$ cat src/rtl/ds_intf_bit_if.sv
// Bit-level 1-wire controller interface: request/response handshake plus the
// open-drain bus pins. The master side is the user logic that issues
// requests. It also models the wire, so it supplies dq_in and observes dq_oe.
interface ds_intf_bit_if;
   logic rst_en_bit;
   logic wr_en_bit;
   logic wdata_bit;
   logic rd_en_bit;
   logic rdata_bit;
   logic rdata_vld_bit;
   logic rdy_bit;
   logic pres_vld;
   logic pres_ok;
   logic dq_in;
   logic dq_oe;

   modport master (
      output rst_en_bit, wr_en_bit, wdata_bit, rd_en_bit, dq_in,
      input  rdata_bit, rdata_vld_bit, rdy_bit, pres_vld, pres_ok, dq_oe
   );

   modport slave (
      input  rst_en_bit, wr_en_bit, wdata_bit, rd_en_bit, dq_in,
      output rdata_bit, rdata_vld_bit, rdy_bit, pres_vld, pres_ok, dq_oe
   );
endinterface

$ cat src/rtl/ds_intf_bit.sv
// 1-wire bit engine: reset/presence sequence, write-bit slot and read-bit slot.
// A single cycle counter times every phase and is cleared on each state entry.
// All outputs are registered.
module ds_intf_bit #(
   parameter int T_RST_LOW  = 12000,
   parameter int T_RST_REL  = 12000,
   parameter int T_PRES_SMP = 1750,
   parameter int T_SLOT     = 1750,
   parameter int T_W0_LOW   = 1500,
   parameter int T_W1_LOW   = 50,
   parameter int T_RD_SMP   = 300,
   parameter int T_REC      = 50
) (
   input  logic         clk,
   input  logic         rst,
   ds_intf_bit_if.slave bus
);

   typedef enum logic [2:0] {
      S_IDLE,
      S_RST_LOW,
      S_RST_REL,
      S_WR_SLOT,
      S_RD_SLOT,
      S_REC
   } state_t;

   // Counter sized to the longest timing parameter so it never wraps in a state.
   localparam int MAX_A = (T_RST_LOW > T_RST_REL) ? T_RST_LOW : T_RST_REL;
   localparam int MAX_B = (T_SLOT > T_REC) ? T_SLOT : T_REC;
   localparam int MAX_C = (T_PRES_SMP > T_RD_SMP) ? T_PRES_SMP : T_RD_SMP;
   localparam int MAX_D = (T_W0_LOW > T_W1_LOW) ? T_W0_LOW : T_W1_LOW;
   localparam int MAX_E = (MAX_A > MAX_B) ? MAX_A : MAX_B;
   localparam int MAX_F = (MAX_C > MAX_D) ? MAX_C : MAX_D;
   localparam int MAX_T = (MAX_E > MAX_F) ? MAX_E : MAX_F;
   localparam int CW    = $clog2(MAX_T + 1);

   localparam logic [CW-1:0] C_RST_LOW_END = CW'(T_RST_LOW - 1);
   localparam logic [CW-1:0] C_RST_REL_END = CW'(T_RST_REL - 1);
   localparam logic [CW-1:0] C_PRES_SMP    = CW'(T_PRES_SMP - 1);
   localparam logic [CW-1:0] C_SLOT_END    = CW'(T_SLOT - 1);
   localparam logic [CW-1:0] C_W0_LOW      = CW'(T_W0_LOW);
   localparam logic [CW-1:0] C_W1_LOW      = CW'(T_W1_LOW);
   localparam logic [CW-1:0] C_RD_SMP      = CW'(T_RD_SMP - 1);
   localparam logic [CW-1:0] C_REC_END     = CW'(T_REC - 1);
   // rdata_vld_bit is registered, so it is armed one count before the last REC cycle.
   localparam logic [CW-1:0] C_REC_VLD     = CW'((T_REC >= 2) ? T_REC - 2 : 0);
   localparam bit            REC_ONE       = (T_REC == 1);

   state_t        r_state;
   logic [CW-1:0] r_cnt;
   logic          r_sync1;
   logic          r_sync2;
   logic          r_wdata;
   logic          r_is_rd;
   logic          r_dq_oe;
   logic          r_rdy;
   logic          r_rdata;
   logic          r_rdata_vld;
   logic          r_pres_vld;
   logic          r_pres_ok;

   logic [CW-1:0] w_cnt_nxt;
   logic [CW-1:0] w_low_len;

   assign w_cnt_nxt = r_cnt + CW'(1);
   // A read slot is initiated with the short (write-1) low pulse.
   assign w_low_len = (r_state == S_WR_SLOT && !r_wdata) ? C_W0_LOW : C_W1_LOW;

   assign bus.dq_oe         = r_dq_oe;
   assign bus.rdy_bit       = r_rdy;
   assign bus.rdata_bit     = r_rdata;
   assign bus.rdata_vld_bit = r_rdata_vld;
   assign bus.pres_vld      = r_pres_vld;
   assign bus.pres_ok       = r_pres_ok;

   // Bus synchroniser plus the sequencing FSM, with every output registered.
   // NOTE: rst is asynchronous so dq_oe drops the instant rst rises, even mid-slot;
   // all state here uses non-blocking assignments so every register updates from
   // pre-edge values.
   always_ff @(posedge clk or posedge rst) begin
      if (rst) begin
         r_state     <= S_IDLE;
         r_cnt       <= '0;
         r_sync1     <= 1'b1;
         r_sync2     <= 1'b1;
         r_wdata     <= 1'b0;
         r_is_rd     <= 1'b0;
         r_dq_oe     <= 1'b0;
         r_rdy       <= 1'b0;
         r_rdata     <= 1'b0;
         r_rdata_vld <= 1'b0;
         r_pres_vld  <= 1'b0;
         r_pres_ok   <= 1'b0;
      end else begin
         r_sync1     <= bus.dq_in;
         r_sync2     <= r_sync1;
         r_rdata_vld <= 1'b0;
         r_pres_vld  <= 1'b0;

         case (r_state)
            S_IDLE: begin
               r_cnt <= '0;
               if (r_rdy && bus.rst_en_bit) begin
                  r_state <= S_RST_LOW;
                  r_dq_oe <= 1'b1;
                  r_rdy   <= 1'b0;
               end else if (r_rdy && bus.wr_en_bit) begin
                  r_state <= S_WR_SLOT;
                  r_wdata <= bus.wdata_bit;
                  r_is_rd <= 1'b0;
                  r_dq_oe <= 1'b1;
                  r_rdy   <= 1'b0;
               end else if (r_rdy && bus.rd_en_bit) begin
                  r_state <= S_RD_SLOT;
                  r_is_rd <= 1'b1;
                  r_dq_oe <= 1'b1;
                  r_rdy   <= 1'b0;
               end else begin
                  r_rdy <= 1'b1;
               end
            end

            S_RST_LOW: begin
               if (r_cnt == C_RST_LOW_END) begin
                  r_state <= S_RST_REL;
                  r_cnt   <= '0;
                  r_dq_oe <= 1'b0;
               end else begin
                  r_cnt <= w_cnt_nxt;
               end
            end

            S_RST_REL: begin
               if (r_cnt == C_PRES_SMP) begin
                  r_pres_ok <= ~r_sync2;
               end
               if (r_cnt == C_RST_REL_END) begin
                  r_state    <= S_IDLE;
                  r_cnt      <= '0;
                  r_pres_vld <= 1'b1;
                  r_rdy      <= 1'b1;
               end else begin
                  r_cnt <= w_cnt_nxt;
               end
            end

            S_WR_SLOT, S_RD_SLOT: begin
               if (r_state == S_RD_SLOT && r_cnt == C_RD_SMP) begin
                  r_rdata <= r_sync2;
               end
               if (r_cnt == C_SLOT_END) begin
                  r_state     <= S_REC;
                  r_cnt       <= '0;
                  r_dq_oe     <= 1'b0;
                  r_rdata_vld <= r_is_rd && REC_ONE;
               end else begin
                  r_cnt   <= w_cnt_nxt;
                  r_dq_oe <= (w_cnt_nxt < w_low_len);
               end
            end

            S_REC: begin
               if (r_cnt == C_REC_END) begin
                  r_state <= S_IDLE;
                  r_cnt   <= '0;
                  r_rdy   <= 1'b1;
               end else begin
                  r_cnt       <= w_cnt_nxt;
                  r_rdata_vld <= r_is_rd && !REC_ONE && (r_cnt == C_REC_VLD);
               end
            end

            default: begin
               r_state <= S_IDLE;
               r_cnt   <= '0;
               r_dq_oe <= 1'b0;
            end
         endcase
      end
   end

endmodule

$ cat src/flat_wrapper.sv
// flat-port wrapper written by rule: the top's interface ports become plain ports
module ds_intf_bit_flat 
#(
   parameter int T_RST_LOW  = 12000,
   parameter int T_RST_REL  = 12000,
   parameter int T_PRES_SMP = 1750,
   parameter int T_SLOT     = 1750,
   parameter int T_W0_LOW   = 1500,
   parameter int T_W1_LOW   = 50,
   parameter int T_RD_SMP   = 300,
   parameter int T_REC      = 50
)
  (clk, rst, bus_rst_en_bit, bus_wr_en_bit, bus_wdata_bit, bus_rd_en_bit, bus_dq_in, bus_rdata_bit, bus_rdata_vld_bit, bus_rdy_bit, bus_pres_vld, bus_pres_ok, bus_dq_oe);
  ds_intf_bit_if bus_i ();
  input  logic clk;
  input  logic rst;
  input wire logic [$bits(bus_i.rst_en_bit)-1:0] bus_rst_en_bit;
  input wire logic [$bits(bus_i.wr_en_bit)-1:0] bus_wr_en_bit;
  input wire logic [$bits(bus_i.wdata_bit)-1:0] bus_wdata_bit;
  input wire logic [$bits(bus_i.rd_en_bit)-1:0] bus_rd_en_bit;
  input wire logic [$bits(bus_i.dq_in)-1:0] bus_dq_in;
  output wire logic [$bits(bus_i.rdata_bit)-1:0] bus_rdata_bit;
  output wire logic [$bits(bus_i.rdata_vld_bit)-1:0] bus_rdata_vld_bit;
  output wire logic [$bits(bus_i.rdy_bit)-1:0] bus_rdy_bit;
  output wire logic [$bits(bus_i.pres_vld)-1:0] bus_pres_vld;
  output wire logic [$bits(bus_i.pres_ok)-1:0] bus_pres_ok;
  output wire logic [$bits(bus_i.dq_oe)-1:0] bus_dq_oe;
  assign bus_i.rst_en_bit = bus_rst_en_bit;
  assign bus_i.wr_en_bit = bus_wr_en_bit;
  assign bus_i.wdata_bit = bus_wdata_bit;
  assign bus_i.rd_en_bit = bus_rd_en_bit;
  assign bus_i.dq_in = bus_dq_in;
  assign bus_rdata_bit = bus_i.rdata_bit;
  assign bus_rdata_vld_bit = bus_i.rdata_vld_bit;
  assign bus_rdy_bit = bus_i.rdy_bit;
  assign bus_pres_vld = bus_i.pres_vld;
  assign bus_pres_ok = bus_i.pres_ok;
  assign bus_dq_oe = bus_i.dq_oe;
  ds_intf_bit #(.T_RST_LOW(T_RST_LOW), .T_RST_REL(T_RST_REL), .T_PRES_SMP(T_PRES_SMP), .T_SLOT(T_SLOT), .T_W0_LOW(T_W0_LOW), .T_W1_LOW(T_W1_LOW), .T_RD_SMP(T_RD_SMP), .T_REC(T_REC)) u_core (.clk(clk), .rst(rst), .bus(bus_i));
endmodule
$ cat config.mk
export PLATFORM = sky130hd
export DESIGN_NAME = ds_intf_bit_flat
export DESIGN_NICKNAME = d
export VERILOG_FILES = /design/src/rtl/ds_intf_bit_if.sv /design/src/rtl/ds_intf_bit.sv /design/src/flat_wrapper.sv
export SDC_FILE = /design/constraint.sdc
export NUM_CORES = 1
export LEC_CHECK = 0
export ABC_CLOCK_PERIOD_IN_PS = 6580
export CORE_MARGIN = 2
export CORE_UTILIZATION = 45
export DETAILED_ROUTE_END_ITERATION = 16
export PLACE_DENSITY = 0.72
export SYNTH_ARGS = -nofsm -noshare
export SYNTH_HDL_FRONTEND = slang
export SYNTH_SLANG_ARGS = --single-unit
$ cat constraint.sdc
create_clock -name clk -period 6.58 [get_ports clk]
set_clock_uncertainty 0.05 [all_clocks]
set_input_delay 0.658 -clock clk [delete_from_list [all_inputs] [get_ports clk]]
set_output_delay 0.658 -clock clk [all_outputs]
set_load 0.005 [all_outputs]
# --- Yosys cells after proc, flatten, opt, wreduce, memory -nomap -nowiden ---
# Index checks and enable logic that the tools add are counted.
classes:
  n_reduce_logical: 20
  magnitude_cmp: 1
  n_eq_ne: 15
  addsub: 1
  bitwise_logic: 3
  mux: 30
op_table:
  columns: ["cell", "n"]
  rows:
  - ["$mux W14", 3]
  - ["$pmux W14 S3", 1]
  - ["$eq A14 B6 Y1 const B", 2]
  - ["$mux W3", 7]
  - ["$mux W1", 15]
  - ["$pmux W3 S5", 1]
  - ["$add A14 B1 Y14 const B", 1]
  - ["$eq A14 B11 Y1 const B", 1]
  - ["$eq A14 B14 Y1 const B", 1]
  - ["$eq A14 B9 Y1 const B", 1]
  - ["$lt A14 B14 Y1", 1]
  - ["$reduce_and A3 Y1", 4]
  - ["$mux W11", 1]
  - ["$ne A2 B1 Y1 const B", 4]
  - ["$eq A3 B2 Y1 const B", 2]
  - ["$eq A3 B3 Y1 const B", 2]
  - ["$logic_and A1 B1 Y1", 6]
  - ["$reduce_or A2 Y1", 3]
  - ["$reduce_and A5 Y1", 1]
  - ["$ne A4 B1 Y1 const B", 1]
  - ["$pmux W1 S4", 1]
  - ["$reduce_and A2 Y1", 2]
  - ["$eq A3 B1 Y1 const B", 1]
  - ["$logic_not A3 Y1", 1]
  - ["5 further kinds", 7]
word_totals:
  reg_bits: 27
  in_bits: 7
  elab_cells: 82
  out_inout_bits: 6

# --- Logic depth before layout (Yosys ltp) ---
# Gate-level depths: netlist of the first run.
logic_depth:
  depth_word: 6
  depth_mapped: 11
  depth_no_buf: 11

# --- Worst setup path after synthesis of the first run ---
# OpenSTA, ideal clock, no wires.
synth_timing:
  kind: "flip-flop to flip-flop"
  startpoint: "reg u_core.r_state[2]"
  endpoint: "reg u_core.r_dq_oe, in the netlist u_core.bus.dq_oe"
  stages_incl_launch_ff: 10
  arrival_ns: 2.290
  synth_period_minus_slack_ns: 2.436
  required_time_ns: 6.435
  setup_ns: 0.095
  setup_slack_ns: 4.144
  path_cell_list: "dfrtp_1 clkbuf_1 nand3b_1 nor2_1 inv_1 ha_1 or4b_2 nand4_1 a41oi_1 o31ai_1"
synth_via:
  elab_chain_len: 6
  word_cells_on_any_way: 17
  cone_classes: "order compare (1); eq/ne (7); mux (3); bitwise (1); reduce/logical (5)"
synth_lines:
  columns: ["element", "line", "source"]
  rows:
  - ["from (decl)", "ds_intf_bit.sv:50", "state_t r_state;"]
  - ["from (signal assigned)", "ds_intf_bit.sv:83", "r_state <= S_IDLE;"]
  - ["from (signal assigned)", "ds_intf_bit.sv:105", "r_state <= S_RST_LOW;"]
  - ["from (signal assigned)", "ds_intf_bit.sv:109", "r_state <= S_WR_SLOT;"]
  - ["$eq A3 B2 Y1", "ds_intf_bit.sv:68, ds_intf_bit.sv:101", null]
  - ["$logic_and A1 B1 Y1", "ds_intf_bit.sv:68", "assign w_low_len = (r_state == S_WR_SLOT && !r_wdata) ? C_W0_LOW : C_W1_LOW;"]
  - ["$mux W11", "ds_intf_bit.sv:68", null]
  - ["$lt A14 B14 Y1", "ds_intf_bit.sv:159", "r_dq_oe <= (w_cnt_nxt < w_low_len);"]
  - ["$mux W1", "ds_intf_bit.sv:152", "if (r_cnt == C_SLOT_END) begin"]
  - ["$pmux W1 S4", "ds_intf_bit.sv:101", "case (r_state)"]
  - ["to (signal assigned)", "ds_intf_bit.sv:159", null]
  - ["to (decl)", "ds_intf_bit.sv:56", "logic r_dq_oe;"]
# Parallel ways exist; a longest one is shown, timed or not.
# A chain may end at the register's enable or synchronous reset.

# --- Final worst setup path of the first run ---
layout_timing:
  startpoint: "reg u_core.r_state[0]"
  endpoint: "reg u_core.r_dq_oe, in the netlist u_core.bus.dq_oe"
# Same word-level chain as after synthesis.

==> flow_metrics.py, run 1 <==
metrics = {
    "floorplanning": {
        "initial_core_util_pct": 47.5,
        "core_mm2": 0.00372,
        "rows": 22,
        "dieWidth_um": 66.6,
        "ios": 13,
        "die_h_um": 66.6,
        "dieArea_mm2": 0.00444,
    },
    "global_route": {
        "grtUsageTotal_pct": 19.3,
        "grt_pass1_vias": 1376,
        "antenna_found_initial": 0,
        "grt_pass1_wl_um": 6450,
        "grt_max_degree": 28,
        "grt-ovfl-total": 0,
    },
    "timing": {
        "final_min_period_over_clock_period_pct": 43.8,
        "fmax_mhz": 347,
        "rsz0062_at_grt": "false",
        "worstMarginPinSlew_ns": 1.04,
        "fin_crit_ns": 2.88,
        "hold_viol_final": 0,
        "slew_violations": 0,
        "setup_viol": 0,
        "setup_ws_ns": 3.70,
        "fin_setup_tns_ns": 0,
        "max_slew_margin_pct": 30.7,
    },
    "synth": {
        "synth.net_count": 206,
        "synth_xor_xnor_area_share_pct": 4.46,
        "synthAdderAreaFrac_pct": 4.96,
        "yosysWarnings": 0,
        "synth_edf_count": 0,
        "synth_top_family_by_area": "simple AND/OR/NAND/NOR gates",
        "muxShareOfSynthArea_pct": 2.48,
        "ys_seq_area_share_pct": 38.4,
        "syn_avg_cell_area_um2": 9.20,
        "ys_types": 53,
        "yosys-top-cells-count": "nor2_1 (26), dfrtp_1 (25), inv_1 (9), nand2_1 (9), nor3_1 (8)",
        "synth_ff_type": "dfrtp_1",
        "yosysTopAreaCellShare_pct": 35.4,
        "syn_area_mm2": 0.00177,
        "netlist_top_cells_area": "dfrtp_1 (35%), nor2_1 (5.5%), ha_1 (5.0%)",
        "synth-simple-area-share_pct": 28.4,
        "yosysMostFrequentCell": "nor2_1",
        "synth_seq_cells": 27,
        "synth_area_leader_cell": "dfrtp_1",
        "syn_inst": 192,
        "ys_async_sr_fraction_pct": 100,
        "synth_compound_area_share_pct": 17.4,
    },
    "clock_tree": {
        "clk_pin_slew_ns": 0.10,
        "cts-root-buf": "clkbuf_8",
        "cts_tree": "built",
        "cts-htree-levels": 1,
        "ctsResizeCount": 0,
        "clock_latency_ns": 0.28,
        "cts_buffers": 3,
        "hold_buffers": 0,
        "cts_setup_buffers": 0,
        "clockBufferDepth": 2,
        "clock_sinks": 27,
    },
    "routing": {
        "drt-total-wl_um": 3780,
        "vias": 1490,
        "drtIter0Drc": 120,
        "detail-route-antenna-nets": 0,
        "detail_route.wl_per_cell_um": 15.2,
        "drt_pass1_iterations": 4,
        "route.detailed.drc": 0,
        "viasPerCell": 5.98,
    },
    "worst_setup_path": {
        "cp-end-kind": "flop",
        "cp-startpoint": "u_core.r_state[0]",
        "critPathTopFamily": "simple AND/OR/NAND/NOR gates",
        "crit_slowest_cell": "dfrtp_1",
        "worstSetupPathType": "flop to flop",
        "cp_max_fo": 17,
        "path_cells": "nand3b_1 -> nor2_1 -> inv_1 -> ha_1 -> or4b_2 -> nand4_1 -> a41oi_1 -> o31ai_1",
        "critical_path_required_ns": 6.72,
        "setup.worst_path.start_class": "flop",
        "crit_arrival_ns": 3.03,
        "path_buf_inv": 1,
        "slowest_delay_ns": 0.67,
        "rr_startpoint": "u_core.r_state[0]",
    },
    "finish": {
        "nNetsFinal": 216,
        "syn2layout_area_growth_pct": 11.0,
        "instances_no_fill": 249,
        "num_antenna_cells": 0,
        "drive_above_1_share_pct": 7.96,
    },
    "place": {
        "placed_cells": 245,
        "gp_congestion": 0.879,
        "place_ws_ns": 3.75,
        "hpwl_um": 2750,
        "io_buffer_count": 12,
    },
    "worst_hold_path": {
        "worstHoldPathType": "flop to flop",
        "hp-start": "u_core.r_sync1",
    },
    "power_and_ir_drop": {
        "cellLeakagePower_nw": 0.827,
        "ir_worst_vdd_uv": 120,
        "power.density_mw_per_mm2": 141,
    },
    "job": {
        "drv_cap": 0,
    },
    "outcome": {
        "status": "complete, no violations",
    },
}
## through the flow
step / utilization, % / power [mW] / instance area, um2 / hold WS [ns]
after global placement: 51.4 / 0.179 / 1910 / 0.296
after global routing: 52.7 / 0.288 / 1960 / 0.323
after floorplan: - / 0.174 / 1770 / 0.295
after detailed placement: 51.4 / 0.179 / 1910 / 0.297
final: 52.7 / 0.276 / 1960 / 0.311
after CTS: 52.7 / 0.279 / 1960 / 0.312
## kinds of logic after synthesis
| kind of cell | Yosys count |
|---|---|
| compound gates | 40 |
| buf+inv | 16 |
| flops | 27 |
| fa+ha+maj | 7 |
| simple gates | 89 |
| mux | 4 |
| xor+xnor | 9 |
## placed cells by master, fill, tap and decap left out, types with 4 or more instances in the layout
| cell type | synthesis | final |
|---|---|---|
| clkdlybuf4s50_1 | 0 | 12 |
| dfrtp_1 | 25 | 25 |
| o21a_1 | 4 | 4 |
| or4_1 | 4 | 4 |
| nand4_1 | 5 | 5 |
| a21oi_1 | 6 | 6 |
| nand2_1 | 9 | 9 |
| nor2b_1 | 4 | 4 |
| nand3_1 | 7 | 7 |
| o21ai_0 | 7 | 7 |
| xor2_1 | 4 | 4 |
| xnor2_1 | 5 | 5 |
| nor4_1 | 4 | 4 |
| nor2_1 | 26 | 26 |
| nor3_1 | 8 | 8 |
| ha_1 | 7 | 7 |
| inv_1 | 9 | 9 |
## flip-flops by register name, indices dropped and copies added (netlist names)
| register | count |
|---|---|
| u_core.r_cnt | 14 |
| u_core.r_is_rd | 1 |
| u_core.r_sync2 | 1 |
| u_core.bus.rdy_bit | 1 |
| u_core.bus.rdata_bit | 1 |
| u_core.bus.rdata_vld_bit | 1 |
| u_core.r_sync1 | 1 |
| u_core.bus.dq_oe | 1 |
| u_core.bus.pres_vld | 1 |
| u_core.r_wdata | 1 |
| u_core.bus.pres_ok | 1 |
| u_core.r_state | 3 |
## layout make-up
class / count / area, um2
Fill cell: 348 / 1760
Multi-Input combinational cell: 149 / 1020
Sequential cell: 27 / 678
Timing Repair Buffer: 12 / 120
Tap cell: 48 / 60.1
Clock buffer: 3 / 41.3
Inverter: 9 / 33.8
Clock inverter: 1 / 7.51
## layer usage
layer	GRT usage, %	part of all wire [%]
met5	0	0
met2	30.6	46
met4	6.12	1.1
met1	26.4	49
met3	4.05	3.7
## where the power goes
group          leakage (nW)  internal (mW)  switching [mW]
Combinational         0.464        0.00370         0.00502
Sequential            0.341          0.167        0.000259
Clock                0.0217         0.0431          0.0570
## final timing paths
check / to / slack, ns / cells past startpoint
setup reg to reg: u_core.bus.dq_oe / 3.70 / 8
hold reg to reg: u_core.r_sync2 / 0.31 / 0
setup / recovery: u_core.bus.dq_oe / 3.70 / 8
min in group asynchronous: u_core.r_cnt[2] / 0.88 / 2
hold / removal: u_core.r_sync2 / 0.31 / 0
max in group asynchronous: u_core.bus.rdata_vld_bit / 4.97 / 2
(Power assumes the default switching activity.)
==> run 2, diff against run 1 <==
--- a/config.mk
+++ b/config.mk
@@ -5,11 +5,11 @@
 export SDC_FILE = /design/constraint.sdc
 export NUM_CORES = 1
 export LEC_CHECK = 0
-export ABC_CLOCK_PERIOD_IN_PS = 6580
+export ABC_CLOCK_PERIOD_IN_PS = 2640
 export CORE_MARGIN = 2
 export CORE_UTILIZATION = 45
 export DETAILED_ROUTE_END_ITERATION = 16
-export PLACE_DENSITY = 0.72
+export PLACE_DENSITY = 0.74
 export SYNTH_ARGS = -nofsm -noshare
 export SYNTH_HDL_FRONTEND = slang
 export SYNTH_SLANG_ARGS = --single-unit
==> constraint.sdc (replaced) <==
create_clock -name clk -period 2.64 [get_ports clk]
set_clock_uncertainty 0.05 [all_clocks]
set_input_delay 0.264 -clock clk [delete_from_list [all_inputs] [get_ports clk]]
set_output_delay 0.264 -clock clk [all_outputs]
set_load 0.005 [all_outputs]
==> run 2 against run 1 <==
Effect of this change: worst setup slack worse by 3.6 ns; register-to-register slack got worse by 3.6 ns; combinational power rose to 2.7 times the previous value; routed wire length increased by 8.1%; sequential share of layout area decreased by 2.1 points; sequential cell count is the same.
==> flow_metrics.py, run 2 (same netlist as run 1, synthesis figures left out) <==
metrics = {
    "outcome": {
        "status": "complete, no violations",
    },
    "floorplanning": {
        "ios": 13,
        "die_h_um": 66.6,
        "dieWidth_um": 66.6,
        "rows": 22,
        "dieArea_mm2": 0.00444,
        "initial_core_util_pct": 47.5,
        "core_mm2": 0.00372,
    },
    "routing": {
        "detail-route-antenna-nets": 0,
        "drtIter0Drc": 124,
        "vias": 1557,
        "route.detailed.drc": 0,
        "detail_route.wl_per_cell_um": 15.5,
        "drt_pass1_iterations": 4,
        "drt-total-wl_um": 4080,
        "viasPerCell": 5.92,
    },
    "global_route": {
        "antenna_found_initial": 0,
        "grt_pass1_vias": 1441,
        "grt_max_degree": 28,
        "grt_pass1_wl_um": 6870,
        "grt-ovfl-total": 0,
        "grtUsageTotal_pct": 20.4,
    },
    "clock_tree": {
        "clock_sinks": 27,
        "clock_latency_ns": 0.27,
        "cts-htree-levels": 1,
        "hold_buffers": 0,
        "clk_pin_slew_ns": 0.10,
        "cts_tree": "built",
        "clockBufferDepth": 2,
        "cts_buffers": 3,
        "cts-root-buf": "clkbuf_8",
    },
    "timing": {
        "worstMarginPinSlew_ns": 0.472,
        "fin_crit_ns": 2.53,
        "setup_viol": 0,
        "fmax_mhz": 396,
        "rsz0062_at_grt": "true",
        "final_min_period_over_clock_period_pct": 95.8,
        "max_slew_margin_pct": 68.2,
        "slew_violations": 0,
        "hold_viol_final": 0,
    },
    "finish": {
        "instances_no_fill": 263,
        "largest_reg_flops": 14,
        "num_antenna_cells": 0,
        "nNetsFinal": 230,
        "top_regs": "u_core.r_cnt (14), u_core.r_state (3)",
        "final_common_cell": "nor2_1",
        "syn2layout_area_growth_pct": 18.2,
        "utilization_pct": 56.2,
        "final_cell_mix": "nor2_1 (25), dfrtp_1 (24), buf_4 (14)",
        "regMostFlops": "u_core.r_cnt",
        "drive_above_1_share_pct": 15.8,
    },
    "worst_setup_path": {
        "cp-startpoint": "u_core.r_cnt[0]",
        "slowest_delay_ns": 0.67,
        "rr_startpoint": "u_core.r_cnt[0]",
        "cp-end-kind": "flop",
        "cp_common_cell": "ha_1",
        "crit_arrival_ns": 2.67,
        "setup.worst_path.start_class": "flop",
        "critical_path_required_ns": 2.78,
        "path_cells": "ha_1 -> nand3_1 -> nor2_1 -> xor2_1 -> ha_1 -> or4b_2 -> nand4_1 -> a41oi_1 -> o31ai_1",
        "worstSetupPathType": "flop to flop",
        "cp_max_fo": 7,
        "crit_slowest_cell": "or4b_2",
    },
    "worst_hold_path": {
        "worstHoldPathType": "primary input to async pin",
    },
    "place": {
        "hpwl_um": 2990,
        "placed_cells": 257,
        "gp_congestion": 0.834,
        "io_buffer_count": 12,
    },
    "power_and_ir_drop": {
        "ir_worst_vdd_uv": 255,
        "power.density_mw_per_mm2": 327,
        "cellLeakagePower_nw": 0.902,
        "power_mw": 0.682,
    },
    "job": {
        "drv_cap": 0,
    },
}
[run 2: worst paths after layout]
path	slack, ns	end	depth (start not counted)
worst min-delay path	0.29	u_core.r_cnt[3]	3
min in group clk	0.31	u_core.r_sync2	0
worst max register to register	0.11	u_core.bus.dq_oe	9
worst min register to register	0.31	u_core.r_sync2	0
worst max-delay path	0.11	u_core.bus.dq_oe	9
max in group asynchronous	1.95	u_core.r_sync2	3
[run 2: final cells by class]
cell class	instances	area, um2
fillers	337	1630
multi-input cells	149	1040
flip-flops and latches	27	679
repair buffers	26	225
well taps	48	60.1
clock buffers	3	41.3
inverters	9	33.8
clock inverters	1	7.51
[run 2: what timing repair did]
action	in CTS	in global routing
setup endpoints to repair	0	1
buffers inserted	0	2
gates resized for setup	0	5
[run 2: routing by layer]
| metal | track usage, % | up-vias | wire [um] |
|---|---|---|---|
| li1 | - | 757 | - |
| met1 | 28.7 | 753 | 1910 |
| met2 | 31.5 | 43 | 1880 |
| met3 | 4.90 | 4 | 235 |
| met4 | 5.36 | 0 | 52 |
| met5 | 0 | - | 0 |
[run 2: power by group]
part	internal, mW	switching, mW
combinational	0.0102	0.0130
sequential	0.416	0.000595
clock	0.107	0.135
total	0.533	0.149
[run 2: critical path: cells and delay by family (launching register included)]
| kind | cells | cell delay (ns) |
|---|---|---|
| adders and majority gates | 2 | 0.46 |
| DFF | 1 | 0.48 |
| and+or+nand+nor | 4 | 0.98 |
| xor gates and xnor gates | 1 | 0.16 |
| AOI/OAI and AO/OA | 2 | 0.31 |
[run 2: stage by stage]
stage               area (um2)  TNS, ns  hold WS [ns]  worst slack (ns)
floorplan                 1770        0         0.218             0.204
global placement          2000        0         0.296             0.221
detailed placement        2000        0         0.297             0.131
CTS                       2050        0         0.301             0.104
global route              2090  -0.0204         0.316           -0.0204
finish                    2090        0         0.291             0.112
==> run 3, diff against run 2 <==
--- a/config.mk
+++ b/config.mk
@@ -5,11 +5,13 @@
 export SDC_FILE = /design/constraint.sdc
 export NUM_CORES = 1
 export LEC_CHECK = 0
-export ABC_CLOCK_PERIOD_IN_PS = 2640
+export ABC_CLOCK_PERIOD_IN_PS = 2630
 export CORE_MARGIN = 2
 export CORE_UTILIZATION = 45
+export CTS_CLUSTER_SIZE = 24
 export DETAILED_ROUTE_END_ITERATION = 16
-export PLACE_DENSITY = 0.74
+export GPL_ROUTABILITY_DRIVEN = 0
+export PLACE_DENSITY = 0.72
 export SYNTH_ARGS = -nofsm -noshare
 export SYNTH_HDL_FRONTEND = slang
 export SYNTH_SLANG_ARGS = --single-unit
==> constraint.sdc (replaced) <==
create_clock -name clk -period 2.63 [get_ports clk]
set_clock_uncertainty 0.05 [all_clocks]
set_input_delay 0.263 -clock clk [delete_from_list [all_inputs] [get_ports clk]]
set_output_delay 0.263 -clock clk [all_outputs]
set_load 0.005 [all_outputs]
==> run 3 against run 2 <==
Effect of this change: die area unchanged; non-clock buffer count increased by 2; clock-buffer cell count unchanged; largest cell class unchanged.
==> flow_metrics.py, run 3 (same netlist as run 1, synthesis figures left out) <==
metrics = {
    "place": {
        "place_ws_ns": 0.107,
        "hpwl_um": 3150,
        "dpl-instance-area_mm2": 0.00201,
        "io_buffer_count": 12,
        "placed_cells": 258,
    },
    "worst_hold_path": {
        "worstHoldPathType": "primary input to async pin",
    },
    "finish": {
        "final_common_cell": "nor2_1",
        "nNetsFinal": 232,
        "fillers": 346,
        "utilization_pct": 56.3,
        "drive_above_1_share_pct": 17.1,
        "syn2layout_area_growth_pct": 18.6,
        "largest_reg_flops": 14,
        "top_regs": "u_core.r_cnt (14), u_core.r_state (3)",
        "num_antenna_cells": 0,
        "multiInputGateArea_mm2": 0.00103,
        "seq_area_um2": 682,
        "instances_no_fill": 265,
        "final_cell_mix": "nor2_1 (25), dfrtp_1 (22), buf_4 (16)",
        "fin_area_mm2": 0.00209,
        "regMostFlops": "u_core.r_cnt",
    },
    "clock_tree": {
        "cts-root-buf": "clkbuf_8",
        "cts-htree-levels": 1,
        "hold_buffers": 0,
        "clock_sinks": 27,
        "cts_tree": "built",
        "clock_latency_ns": 0.29,
        "clockBufferDepth": 2,
        "clk_pin_slew_ns": 0.11,
        "cts_buffers": 3,
    },
    "routing": {
        "detail-route-antenna-nets": 0,
        "drtIter0Drc": 86,
        "drt_pass1_iterations": 4,
        "drt-total-wl_um": 4210,
        "detail_route.wl_per_cell_um": 15.9,
        "route.detailed.drc": 0,
        "viasPerCell": 5.81,
        "vias": 1539,
    },
    "floorplanning": {
        "ios": 13,
        "dieArea_mm2": 0.00444,
        "die_h_um": 66.6,
        "initial_core_util_pct": 47.5,
        "rows": 22,
        "dieWidth_um": 66.6,
        "core_mm2": 0.00372,
    },
    "global_route": {
        "grt_max_degree": 18,
        "grt_use_met1_pct": 27.8,
        "grt-ovfl-total": 0,
        "antenna_found_initial": 0,
        "grtUsageTotal_pct": 21.6,
        "met2_usage_pct": 36.5,
        "grt_pass1_vias": 1517,
        "grt_pass1_wl_um": 7150,
        "grt-busiest-layer": "met2",
        "grt_use_met3_pct": 4.05,
    },
    "worst_setup_path": {
        "crit_arrival_ns": 2.65,
        "crit_slowest_cell": "or4b_4",
        "rrSetupSlack_ns": 0.12,
        "worstSetupPathType": "flop to flop",
        "cp-end-kind": "flop",
        "cp_max_fo": 9,
        "critical_path_required_ns": 2.78,
        "setup.worst_path.start_class": "flop",
        "slowest_delay_ns": 0.60,
        "path_cells": "or4b_4 -> o41ai_1 -> o221ai_2 -> a2bb2oi_4 -> buf_4 -> and2b_1",
    },
    "timing": {
        "setup_viol": 0,
        "fin_setup_tns_ns": 0,
        "slew_violations": 0,
        "fin_crit_ns": 2.51,
        "max_slew_margin_pct": 60.5,
        "fmax_mhz": 399,
        "hold_ws_ns": 0.272,
        "final_min_period_over_clock_period_pct": 95.3,
        "worstMarginPinSlew_ns": 0.593,
        "hold_viol_final": 0,
        "setup_ws_ns": 0.124,
    },
    "outcome": {
        "status": "complete, no violations",
    },
    "power_and_ir_drop": {
        "cellLeakagePower_nw": 0.913,
        "ir_worst_vdd_uv": 393,
        "power.density_mw_per_mm2": 338,
        "power_mw": 0.707,
    },
    "job": {
        "drv_cap": 0,
    },
}
==> run 3: path summary, 6_finish.rpt <==
check                           depth (start not counted)          endpoint       startpoint
worst max-delay path                                    6   u_core.r_cnt[6]  u_core.r_cnt[5]
worst min-delay path                                    2   u_core.r_cnt[2]              rst
worst max register to register                          6   u_core.r_cnt[6]  u_core.r_cnt[5]
worst min register to register                          0    u_core.r_sync2   u_core.r_sync1
max in group asynchronous                               3  u_core.r_cnt[13]              rst
min in group clk                                        1    u_core.r_sync1        bus_dq_in
==> run 3: area by class of cell <==
class	count	area share [%]
Clock inverter	1	0.418
Tap cell	48	2.87
Sequential cell	27	32.6
Multi-Input combinational cell	149	49.1
Clock buffer	3	1.97
Inverter	9	1.61
Timing Repair Buffer	28	11.5
==> run 3: report_power, final <==
part | internal (mW) | switching (mW) | total (mW)
logic | 0.0103 | 0.0129 | 0.0231
clock network | 0.112 | 0.153 | 0.265
registers | 0.418 | 0.000831 | 0.419
==> run 3: timing repair <==
item	in CTS	in global routing
endpoints found under the setup margin	0	1
gates resized for setup	0	5
buffers inserted	0	3
==> run 3: metal layers <==
| metal | vias up | wire [um] |
|---|---|---|
| li1 | 763 | - |
| met1 | 739 | 1940 |
| met2 | 31 | 2060 |
| met3 | 6 | 160 |
| met4 | 0 | 52 |
| met5 | - | 0 |
==> run 3: critical path: cells and delay by family, from the launching register on <==
| family | cells | cell delay, ns |
|---|---|---|
| compound gates | 3 | 0.90 |
| flops | 1 | 0.47 |
| simple gates | 2 | 0.80 |
| buf+inv | 1 | 0.18 |
